$ cat src/rtl/rd_pkg.sv
`default_nettype none
// ============================================================================
// Module      : rd_pkg
// Description : Shared definitions for the read-line pacer: buffer word
//               width, tag width, the pacer state encoding and the
//               beats-per-line helper.
// Revision    : 1.0 - initial release
// ============================================================================
package rd_pkg;

    localparam int RAM_WIDTH = 128;
    localparam int TAG_W     = 3;

    typedef enum logic [2:0] {
        ST_IDLE     = 3'd0,
        ST_FSYNC    = 3'd1,
        ST_PREFETCH = 3'd2,
        ST_LINE     = 3'd3,
        ST_GAP      = 3'd4,
        ST_DRAIN    = 3'd5
    } rd_state_e;

    // Number of RAM_WIDTH-bit buffer beats that make up one video line.
    function automatic int beats_per_line(input int h_num, input int pix_width);
        return (h_num * pix_width) / RAM_WIDTH;
    endfunction

endpackage
`default_nettype wire

$ cat src/rtl/rd_line_fifo.sv
`default_nettype none
// ============================================================================
// Module      : rd_line_fifo
// Description : Synchronous first-word-fall-through FIFO. The head entry is
//               visible on rd_data_o whenever empty_o is low. A push and a
//               pop in the same cycle are accepted even when full.
// Ports       : clk_i      - clock
//               rstn_i     - synchronous active-low reset (flushes contents)
//               wr_en_i    - push request
//               wr_data_i  - push data
//               rd_en_i    - pop request (ignored when empty)
//               rd_data_o  - head entry
//               empty_o    - no entries
//               full_o     - DEPTH entries
//               level_o    - current number of entries
// Revision    : 1.0 - initial release
// ============================================================================
module rd_line_fifo #(
    parameter int WIDTH = 131,
    parameter int DEPTH = 16
) (
    input  logic                     clk_i,
    input  logic                     rstn_i,
    input  logic                     wr_en_i,
    input  logic [WIDTH-1:0]         wr_data_i,
    input  logic                     rd_en_i,
    output logic [WIDTH-1:0]         rd_data_o,
    output logic                     empty_o,
    output logic                     full_o,
    output logic [$clog2(DEPTH):0]   level_o
);

    localparam int AW = $clog2(DEPTH);
    localparam int LW = AW + 1;

    logic [WIDTH-1:0] mem_q [DEPTH];
    logic [AW-1:0]    wr_ptr_q;
    logic [AW-1:0]    rd_ptr_q;
    logic [LW-1:0]    level_q;
    logic             w_push;
    logic             w_pop;

    assign w_pop  = rd_en_i && (level_q != '0);
    // A pop frees the slot the full FIFO would otherwise refuse.
    assign w_push = wr_en_i && ((level_q != LW'(DEPTH)) || w_pop);

    always_ff @(posedge clk_i) begin
        if (!rstn_i) begin
            wr_ptr_q <= '0;
            rd_ptr_q <= '0;
            level_q  <= '0;
        end else begin
            if (w_push) begin
                wr_ptr_q <= wr_ptr_q + AW'(1);
            end
            if (w_pop) begin
                rd_ptr_q <= rd_ptr_q + AW'(1);
            end
            case ({w_push, w_pop})
                2'b10:   level_q <= level_q + LW'(1);
                2'b01:   level_q <= level_q - LW'(1);
                default: level_q <= level_q;
            endcase
        end
    end

    // Storage carries no reset; validity is tracked by the pointers.
    always_ff @(posedge clk_i) begin
        if (w_push) begin
            mem_q[wr_ptr_q] <= wr_data_i;
        end
    end

    assign rd_data_o = mem_q[rd_ptr_q];
    assign empty_o   = (level_q == '0);
    assign full_o    = (level_q == LW'(DEPTH));
    assign level_o   = level_q;

endmodule
`default_nettype wire

$ cat src/rtl/rd_line_pacer.sv
`default_nettype none
// ============================================================================
// Module      : rd_line_pacer
// Description : Paces reads out of the DDR frame read buffer (frame sync,
//               first-line prefetch wait, per-line gaps, FIFO credit) and
//               re-emits captured beats as a tagged valid/ready stream.
// Ports       : vout_clk/vout_rstn     - clock, synchronous active-low reset
//               frame_start/busy/frame_done - host control
//               rd_fsync/rd_en         - read buffer control
//               vout_de/vout_data      - read buffer beats (2 cycles after rd_en)
//               m_data/m_valid/m_ready/m_sof/m_eol/m_eof - output stream
//               line_cnt               - lines fully issued this frame
//               ovf_err                - sticky capture overflow
// Revision    : 1.0 - initial release
// ============================================================================
module rd_line_pacer
    import rd_pkg::*;
#(
    parameter int H_NUM      = 1920,
    parameter int V_NUM      = 1080,
    parameter int PIX_WIDTH  = 24,
    parameter int FSYNC_HOLD = 8,
    parameter int FIRST_WAIT = 2048,
    parameter int LINE_GAP   = 64,
    parameter int FIFO_DEPTH = 16
) (
    input  logic                 vout_clk,
    input  logic                 vout_rstn,
    input  logic                 frame_start,
    output logic                 busy,
    output logic                 frame_done,
    output logic                 rd_fsync,
    output logic                 rd_en,
    input  logic                 vout_de,
    input  logic [RAM_WIDTH-1:0] vout_data,
    output logic [RAM_WIDTH-1:0] m_data,
    output logic                 m_valid,
    input  logic                 m_ready,
    output logic                 m_sof,
    output logic                 m_eol,
    output logic                 m_eof,
    output logic [11:0]          line_cnt,
    output logic                 ovf_err
);

    localparam int BEATS    = beats_per_line(H_NUM, PIX_WIDTH);
    localparam int BEAT_W   = (BEATS > 1) ? $clog2(BEATS) : 1;
    localparam int MAX_WAIT = (FSYNC_HOLD > FIRST_WAIT)
                              ? ((FSYNC_HOLD > LINE_GAP) ? FSYNC_HOLD : LINE_GAP)
                              : ((FIRST_WAIT > LINE_GAP) ? FIRST_WAIT : LINE_GAP);
    localparam int CNT_W    = $clog2(MAX_WAIT + 1);
    localparam int LVL_W    = $clog2(FIFO_DEPTH) + 1;
    localparam int FW       = RAM_WIDTH + TAG_W;

    localparam logic [CNT_W-1:0]  FSYNC_LAST = CNT_W'(FSYNC_HOLD - 1);
    localparam logic [CNT_W-1:0]  FIRST_LAST = CNT_W'(FIRST_WAIT - 1);
    localparam logic [CNT_W-1:0]  GAP_LAST   = CNT_W'(LINE_GAP - 1);
    localparam logic [BEAT_W-1:0] BEAT_LAST  = BEAT_W'(BEATS - 1);
    localparam logic [11:0]       LINE_LAST  = 12'(V_NUM - 1);

    if ((H_NUM * PIX_WIDTH) % RAM_WIDTH != 0 || BEATS < 1) begin : g_chk_beats
        $error("rd_line_pacer: H_NUM*PIX_WIDTH must be a multiple of %0d", RAM_WIDTH);
    end
    if (FIFO_DEPTH < 4 || (FIFO_DEPTH & (FIFO_DEPTH - 1)) != 0) begin : g_chk_depth
        $error("rd_line_pacer: FIFO_DEPTH must be a power of 2 and at least 4");
    end
    if (V_NUM < 1 || V_NUM > 4095 || FSYNC_HOLD < 4) begin : g_chk_frame
        $error("rd_line_pacer: V_NUM must be 1..4095 and FSYNC_HOLD at least 4");
    end

    rd_state_e        state_q, state_d;
    logic [CNT_W-1:0]  cnt_q, cnt_d;
    logic [BEAT_W-1:0] beat_q, beat_d;
    logic [11:0]       line_q, line_d;
    logic [1:0]        out_q, out_d;
    logic [BEAT_W-1:0] rx_beat_q, rx_beat_d;
    logic [11:0]       rx_line_q, rx_line_d;
    logic              ovf_q, ovf_d;

    logic              w_start;
    logic              w_credit;
    logic              w_rd_en;
    logic              w_done;
    logic              w_push;
    logic              w_pop;
    logic              w_empty;
    logic              w_full;
    logic [LVL_W-1:0]  w_level;
    logic              w_sof, w_eol, w_eof;
    logic [FW-1:0]     w_head;

    assign w_start  = (state_q == ST_IDLE) && frame_start;
    // Reserve a slot for every beat already requested but not yet returned.
    assign w_credit = (int'(w_level) + int'(out_q) + 1) <= FIFO_DEPTH;
    assign w_pop    = !w_empty && m_ready;
    assign w_push   = vout_de && (!w_full || w_pop);

    always_comb begin
        state_d = state_q;
        cnt_d   = cnt_q;
        beat_d  = beat_q;
        line_d  = line_q;
        w_rd_en = 1'b0;
        w_done  = 1'b0;
        case (state_q)
            ST_IDLE: begin
                if (frame_start) begin
                    state_d = ST_FSYNC;
                    cnt_d   = '0;
                    beat_d  = '0;
                    line_d  = '0;
                end
            end
            ST_FSYNC: begin
                if (cnt_q == FSYNC_LAST) begin
                    cnt_d   = '0;
                    state_d = (FIRST_WAIT == 0) ? ST_LINE : ST_PREFETCH;
                end else begin
                    cnt_d = cnt_q + CNT_W'(1);
                end
            end
            ST_PREFETCH: begin
                if (cnt_q == FIRST_LAST) begin
                    cnt_d   = '0;
                    state_d = ST_LINE;
                end else begin
                    cnt_d = cnt_q + CNT_W'(1);
                end
            end
            ST_LINE: begin
                if (w_credit) begin
                    w_rd_en = 1'b1;
                    if (beat_q == BEAT_LAST) begin
                        beat_d = '0;
                        line_d = line_q + 12'd1;
                        if (line_q == LINE_LAST) begin
                            state_d = ST_DRAIN;
                        end else if (LINE_GAP != 0) begin
                            state_d = ST_GAP;
                            cnt_d   = '0;
                        end
                    end else begin
                        beat_d = beat_q + BEAT_W'(1);
                    end
                end
            end
            ST_GAP: begin
                if (cnt_q == GAP_LAST) begin
                    cnt_d   = '0;
                    state_d = ST_LINE;
                end else begin
                    cnt_d = cnt_q + CNT_W'(1);
                end
            end
            ST_DRAIN: begin
                if (out_q == 2'd0 && w_empty) begin
                    w_done  = 1'b1;
                    state_d = ST_IDLE;
                end
            end
            default: state_d = ST_IDLE;
        endcase
    end

    always_comb begin
        out_d     = out_q;
        rx_beat_d = rx_beat_q;
        rx_line_d = rx_line_q;
        ovf_d     = ovf_q;
        case ({w_rd_en, vout_de})
            2'b10:   out_d = out_q + 2'd1;
            // Saturate so a stray beat cannot wrap the in-flight count.
            2'b01:   out_d = (out_q == 2'd0) ? 2'd0 : out_q - 2'd1;
            default: out_d = out_q;
        endcase
        if (w_start) begin
            rx_beat_d = '0;
            rx_line_d = '0;
            ovf_d     = 1'b0;
        end else begin
            // Tag counters follow stored beats only, so a dropped beat
            // does not shift the tags of the beats after it.
            if (w_push) begin
                if (rx_beat_q == BEAT_LAST) begin
                    rx_beat_d = '0;
                    rx_line_d = (rx_line_q == LINE_LAST) ? 12'd0 : rx_line_q + 12'd1;
                end else begin
                    rx_beat_d = rx_beat_q + BEAT_W'(1);
                end
            end
            if (vout_de && w_full && !w_pop) begin
                ovf_d = 1'b1;
            end
        end
    end

    always_ff @(posedge vout_clk) begin
        if (!vout_rstn) begin
            state_q   <= ST_IDLE;
            cnt_q     <= '0;
            beat_q    <= '0;
            line_q    <= '0;
            out_q     <= '0;
            rx_beat_q <= '0;
            rx_line_q <= '0;
            ovf_q     <= 1'b0;
        end else begin
            state_q   <= state_d;
            cnt_q     <= cnt_d;
            beat_q    <= beat_d;
            line_q    <= line_d;
            out_q     <= out_d;
            rx_beat_q <= rx_beat_d;
            rx_line_q <= rx_line_d;
            ovf_q     <= ovf_d;
        end
    end

    assign w_sof = (rx_beat_q == '0) && (rx_line_q == 12'd0);
    assign w_eol = (rx_beat_q == BEAT_LAST);
    assign w_eof = w_eol && (rx_line_q == LINE_LAST);

    rd_line_fifo #(
        .WIDTH (FW),
        .DEPTH (FIFO_DEPTH)
    ) u_fifo (
        .clk_i     (vout_clk),
        .rstn_i    (vout_rstn),
        .wr_en_i   (w_push),
        .wr_data_i ({w_sof, w_eol, w_eof, vout_data}),
        .rd_en_i   (m_ready),
        .rd_data_o (w_head),
        .empty_o   (w_empty),
        .full_o    (w_full),
        .level_o   (w_level)
    );

    // Head entry is masked while empty so the stream idles at zero.
    assign m_valid    = !w_empty;
    assign m_data     = m_valid ? w_head[RAM_WIDTH-1:0] : '0;
    assign m_sof      = m_valid && w_head[FW-1];
    assign m_eol      = m_valid && w_head[FW-2];
    assign m_eof      = m_valid && w_head[FW-3];

    assign busy       = (state_q != ST_IDLE);
    assign frame_done = w_done;
    assign rd_fsync   = (state_q == ST_FSYNC);
    assign rd_en      = w_rd_en;
    assign line_cnt   = line_q;
    assign ovf_err    = ovf_q;

endmodule
`default_nettype wire

$ cat config.mk
export PLATFORM = sky130hd
export DESIGN_NAME = rd_line_pacer
export DESIGN_NICKNAME = d
export VERILOG_FILES = /design/src/rtl/rd_pkg.sv /design/src/rtl/rd_line_fifo.sv /design/src/rtl/rd_line_pacer.sv
export SDC_FILE = /design/constraint.sdc
export NUM_CORES = 2
export LEC_CHECK = 0
export ABC_CLOCK_PERIOD_IN_PS = 9400
export CAP_MARGIN = 20
export CORE_UTILIZATION = 45
export CTS_BUF_LIST = sky130_fd_sc_hd__clkbuf_4
export DETAILED_ROUTE_END_ITERATION = 8
export PLACE_DENSITY = 0.72
export SETUP_SLACK_MARGIN = 0.3
export SLEW_MARGIN = 20
export SYNTH_ARGS = -nofsm -noshare
export SYNTH_HDL_FRONTEND = slang
export SYNTH_SLANG_ARGS = --single-unit
$ cat constraint.sdc
create_clock -name vout_clk -period 9.4 [get_ports vout_clk]
set_clock_uncertainty 0.1 [all_clocks]
set_input_delay 2.82 -clock vout_clk [delete_from_list [all_inputs] [get_ports vout_clk]]
set_output_delay 2.82 -clock vout_clk [all_outputs]
set_load 0.05 [all_outputs]
# Yosys cells after proc, flatten, opt, wreduce, memory -nomap -nowiden
# Memories as Yosys holds them, arrays and structs flattened. A register that Yosys moved wholly into a read port is not among the register bits.
# Cells that the tools add are included.
op_classes:
  add_sub_neg: 13
  n_lt_le_gt_ge: 1
  n_eq_ne: 26
  mux: 38
  bitwise_logic: 1
  reduce_logical: 35
op_table:
  columns: ["operator", "n"]
  rows:
  - ["128-bit two-way mux", 1]
  - ["12-bit two-way mux", 10]
  - ["12-bit case mux with 5 select lines", 1]
  - ["12-bit by 1-bit adder with 12-bit output (second input constant)", 3]
  - ["12-bit by 11-bit == test with 1-bit output (second input constant)", 3]
  - ["9-bit two-way mux", 4]
  - ["12-bit case mux with 2 select lines", 1]
  - ["3-bit two-way mux", 7]
  - ["9-bit by 1-bit adder with 9-bit output (second input constant)", 2]
  - ["9-bit == test (second input constant)", 2]
  - ["3-bit case mux with 6 select lines", 1]
  - ["9-bit case mux with 2 select lines", 1]
  - ["2-bit inequality test (second input constant)", 7]
  - ["1-bit logical AND", 13]
  - ["12-bit by 3-bit == test with 1-bit output (second input constant)", 1]
  - ["12-bit by 6-bit == test with 1-bit output (second input constant)", 1]
  - ["12-bit logical NOT", 1]
  - ["5-bit case mux with 2 select lines", 1]
  - ["5-bit nonzero test", 2]
  - ["9-bit logical NOT", 1]
  - ["4-bit by 1-bit adder with 4-bit output (second input constant)", 2]
  - ["4-bit two-way mux", 2]
  - ["6-bit by 1-bit adder with 7-bit output (second input constant)", 1]
  - ["7-bit by 5-bit less-or-equal comparator with 1-bit output (second input constant)", 1]
  - ["other kinds (30)", 45]
word_totals:
  reg_bits: 73
  mem_bits_rw: 2096
  input_bits: 133
  wordCells: 126
  n_memories: 1
mem_list:
  columns: ["memory", "depth", "width", "read_ports", "rd_ports_with_merged_regs", "write_ports", "line_no", "rtl"]
  rows:
  - ["u_fifo.mem_q", 16, 131, 1, 1, 1, "rd_line_fifo.sv:36", "logic [WIDTH-1:0] mem_q [DEPTH];"]

# Logic depth before layout (Yosys ltp)
logic_depth:
  depth_word: 8
  depth_mapped: 15
  depth_no_buf: 13

# By module
# Synthesis repeated with hierarchy kept, for this count alone.
unflattened:
  hier_cells: 3664
  area_unflattened_um2: 83807.9
modules_own_cells:
  columns: ["module", "n_inst", "cells_per_inst", "area_per_inst_um2", "seq_area_each_um2"]
  rows:
  - ["rd_line_fifo", 1, 3126, 79603.8, 63280.7]
  - ["rd_line_pacer", 1, 538, 4204.0, 1201.2]

# Worst setup path before layout
# Ideal clock, no wire load.
synth_timing:
  path_type: "input to register"
  start: "input m_ready"
  end: "memory u_fifo.mem_q[4][0] (enable)"
  setup_time_ns: 0.506
  t_arrival_ns: 6.729
  required_ns: 8.794
  path_slack_ns: 2.064
  path_stages: 6
  path_buffers: 1
  cell_sequence: "nand2b_1 > o21a_1 > clkbuf_1 > nand2_1 > nor2_1 > and2_1"
synth_between:
  elab_chain_cells: 6
  elab_cells_between_ends: 8
  classes_between: "mux: 2; reduce/logical: 6"
synth_lines:
  columns: ["element", "line_no", "rtl"]
  rows:
  - ["from (decl)", "rd_line_pacer.sv:38", "input logic m_ready,"]
  - ["1-bit logical AND", "rd_line_pacer.sv:95", "assign w_pop = !w_empty && m_ready;"]
  - ["1-bit logical OR", "rd_line_pacer.sv:96", "assign w_push = vout_de && (!w_full || w_pop);"]
  - ["1-bit logical AND", "rd_line_pacer.sv:96", null]
  - ["1-bit logical AND (*)", "rd_line_fifo.sv:45", "assign w_push = wr_en_i && ((level_q != LW'(DEPTH)) || w_pop);"]
  - ["1-bit two-way mux (*)", "rd_line_fifo.sv:69", "if (w_push) begin"]
  - ["1-bit two-way mux (not written as such) (*)", "rd_line_fifo.sv:70", "mem_q[wr_ptr_q] <= wr_data_i;"]
  - ["to (decl)", "rd_line_fifo.sv:36", null]
# Mark *: on every way between the ends. The rest lies on a longest branch, timed or not.

==> results_dict.tcl <==
set metrics [dict create \
    yosys.area_share.simple_pct 2.50 \
    synth_top_family_by_area "multiplexers" \
    ys_seq_area_share_pct 77.2 \
    num_vias 40251 \
    final.min_clock_period_ns 7.99 \
    worstHoldStart "cnt_q[1]" \
    dp_hpwl_mm 91.5 \
    finalInstanceArea_sq_um 96400 \
    grt_max_degree 119 \
    nets 4465 \
    first_pass_iters 5 \
    power_frac_seq_pct 43.8 \
    syn_avg_cell_area_sq_um 23.5 \
    cts_tree "yes" \
    synthArstFlopShare_pct 0 \
    yosysWarnings 0 \
    grtUsageTotal_pct 20.5 \
    fp.dieW_microns 433 \
    critical_path.cell_chain "buf_12 -> buf_12 -> mux4_2 -> mux4_2 -> and2_1 -> clkdlybuf4s50_1" \
    cp-start-kind "register" \
    syn-cell-area_sq_um 83500 \
    switchingPower_uw 7390 \
    p_sw_share_pct 29.6 \
    worstMarginPinSlew_ns 1.09 \
    pwr-share-comb_pct 25.1 \
    setup_viol 0 \
    syn_inst 3560 \
    place_congestion 0.739 \
    dpl-instance-area_sq_um 89600 \
    path_buf_inv 3 \
    placement.io_buffers 281 \
    drtAntennaViolNets 0 \
    synthXorXnorAreaFrac_pct 0.503 \
    insertion_delay_ns 1.33 \
    hold_slack_ns 0.414 \
    r2r-end "u_fifo.mem_q[0][77]" \
    slew_headroom_pct 26.8 \
    vias_per_cell 5.64 \
    io_pins 282 \
    rsz0062_at_grt "no" \
    core_sq_um 184000 \
    vdd_drop_max_uv 290 \
    die-area_sq_um 187000 \
    status "complete, no violations" \
    critPathMaxFanout 41 \
    synth_nets 3714 \
    initial_core_util_pct 45.5 \
    tns_ns 0 \
    p_per_area_nw_per_um2 259 \
    r2r_slack_ns 5.44 \
    routed_wl_mm 190 \
    cts_sinks 2173 \
    path_clk_slew_ns 0.06 \
    final_common_cell "edfxtp_1" \
    rows 157 \
    antenna_found_initial 28 \
    fmax_mhz 125 \
    crit_path_top_delay_cell "dfxtp_4" \
    drv_cap 0 \
    hold_depth 2 \
    reg2reg_from "u_fifo.level_o[2]" \
    p_int_uw 17600 \
    dieHeight_microns 433 \
    cts-root-buf "clkbuf_4" \
    hold_violations 0 \
    hp-class "reg -> reg" \
    r2r_cells 6 \
    drt-initial-drc-count 3526 \
    cts_setup_buffers 0 \
    total_leakage_power_uw 0.0299 \
    grt_pass1_vias 43078 \
    grt_pass1_wl_mm 278 \
    synth_seq_cells 2173 \
    mostFrequentLayoutCells "edfxtp_1 (2096), clkbuf_4 (816), mux4_2 (655)" \
    criticalPathCategory "reg -> out" \
    cpPeakStageDelay_ns 0.94 \
    synth_compound_area_share_pct 0.670 \
    synth_cell_types 63 \
    drt-wirelength-per-cell_microns 26.6 \
    end_kind "output port" \
    period_share_pct 85.0 \
    area_growth_pct 15.4 \
    htreeDepth 6 \
    hold_buffers 0 \
    yosys.area_share.adder_pct 0.315 \
    drc 0 \
    path_delay_family "buffers and inverters" \
    synth_ff_type "edfxtp_1" \
    critPathArrivalTime_ns 5.07 \
    cts_resized 0 \
    synth_edf_count 2096 \
    critical_path_required_ns 6.48 \
    finalMaxSlewViolations 0 \
    whs_endpoint "cnt_q[1]" \
    cts_buffers 573 \
    overflow 0 \
    drive_gt1_share_pct 34.6 \
    cts_buffer_depth 4 \
    power_frac_clock_pct 31.1 \
    synthMuxAreaShare_pct 17.7 \
]
==> power groups by stage <==
stage / clock network [uW] / logic, uW / registers, uW
CTS: 8030 / 6410 / 11000
floorplan: 0 / 4460 / 11100
finish: 7780 / 6270 / 10900
global route: 8480 / 6620 / 11000
detailed placement: 0 / 6390 / 11200
global placement: 0 / 6360 / 11100
==> final cells by class <==
class / instances / area, sq um
diodes: 10 / 25.0
repair buffers: 356 / 3780
fillers: 14125 / 87300
inverters: 23 / 91.3
multi-input cells: 1184 / 18200
flip-flops and latches: 2173 / 64500
clock buffers: 816 / 6130
clock inverters: 116 / 623
well taps: 2464 / 3080
==> worst max-delay path by stage <==
stage	startpoint	end	slack (ns)	cells past startpoint
finish	register	m_data[30]	1.41	6
CTS	register	m_eof	1.05	5
detailed placement	register	m_eof	2.60	5
global placement	register	m_data[13]	2.61	5
floorplan	m_ready	u_fifo.mem_q[4][0]	2.06	6
global route	register	m_data[30]	1.01	6
==> per-layer routing <==
layer	share of wire [%]	vias to the layer above	global-route usage [%]	wire, microns
met5	0.076	-	0	144
met4	3.0	22	8.16	5620
met3	7.4	364	4.84	14100
met2	50	1661	33.0	94200
met1	40	21240	27.1	76200
li1	-	16964	-	-
==> worst reg2reg max path, stage by stage, from the launching register on <==
cell and delay, ns:
dfxtp_1 0.51, or4_1 0.25, o21a_1 0.60, inv_2 0.20, nor3_1 0.41, and2_4 0.73
buf_4 0.75
==> cells in the mapped netlist (all sizes together), types with 3 or more instances <==
library cell | n | area, sq um
edfxtp | 2096 | 62900
mux4 | 655 | 14800
and2 | 154 | 963
clkbuf | 100 | 375
buf | 80 | 442
dfxtp | 77 | 1540
nor2 | 67 | 256
nand2 | 52 | 195
xnor2 | 35 | 307
inv | 23 | 86.3
ha | 21 | 263
a21oi | 20 | 100
nand3 | 18 | 90.1
o21ai | 14 | 70.1
a211oi | 13 | 103
nor3 | 13 | 70.1
xor2 | 13 | 114
nand4 | 12 | 81.3
and3 | 10 | 62.6
nor4 | 8 | 62.6
or3 | 8 | 50.1
and4 | 7 | 61.3
nand2b | 6 | 37.5
nor3b | 6 | 45.0
a211o | 4 | 35.0
a21boi | 4 | 30.0
a21o | 4 | 30.0
mux2i | 4 | 40.0
a31oi | 3 | 18.8
nor2b | 3 | 18.8
nor4b | 3 | 26.3
o2bb2ai | 3 | 26.3
==> cells by family (layout without fill, tap and decap cells) <==
kind of cell               count (synthesis)  after routing
buffers and inverters                    203           1311
other                                      0             10
xor gates and xnor gates                  48             48
adders and majority gates                 21             21
muxes                                    659            659
DFF                                     2173           2173
and+or+nand+nor                          375            375
AOI/OAI and AO/OA                         81             81
==> stage by stage <==
| stage | worst slack, ns | power, uW | std cells | utilization (%) |
|---|---|---|---|---|
| final | 1.41 | 25000 | 7142 | 52.5 |
| after global routing | 1.01 | 26100 | 7141 | 52.5 |
| after CTS | 1.05 | 25400 | 7132 | 52.5 |
| after detailed placement | 2.60 | 17600 | 6200 | 48.8 |
| after global placement | 2.61 | 17500 | 6200 | 48.8 |
| after floorplan | 2.06 | 15500 | 3560 | - |
==> state kept, by name, indices dropped and copies added (netlist names), named ones only <==
name	cells
cnt_q	12
u_fifo.wr_ptr_q	4
out_q	2
u_fifo.rd_ptr_q	4
rx_line_q	12
ovf_err	1
u_fifo.level_o	5
rx_beat_q	9
beat_q	9
u_fifo.mem_q	2096
state_q	3
line_cnt	12
Note: power is estimated with default switching activity, not from simulation.
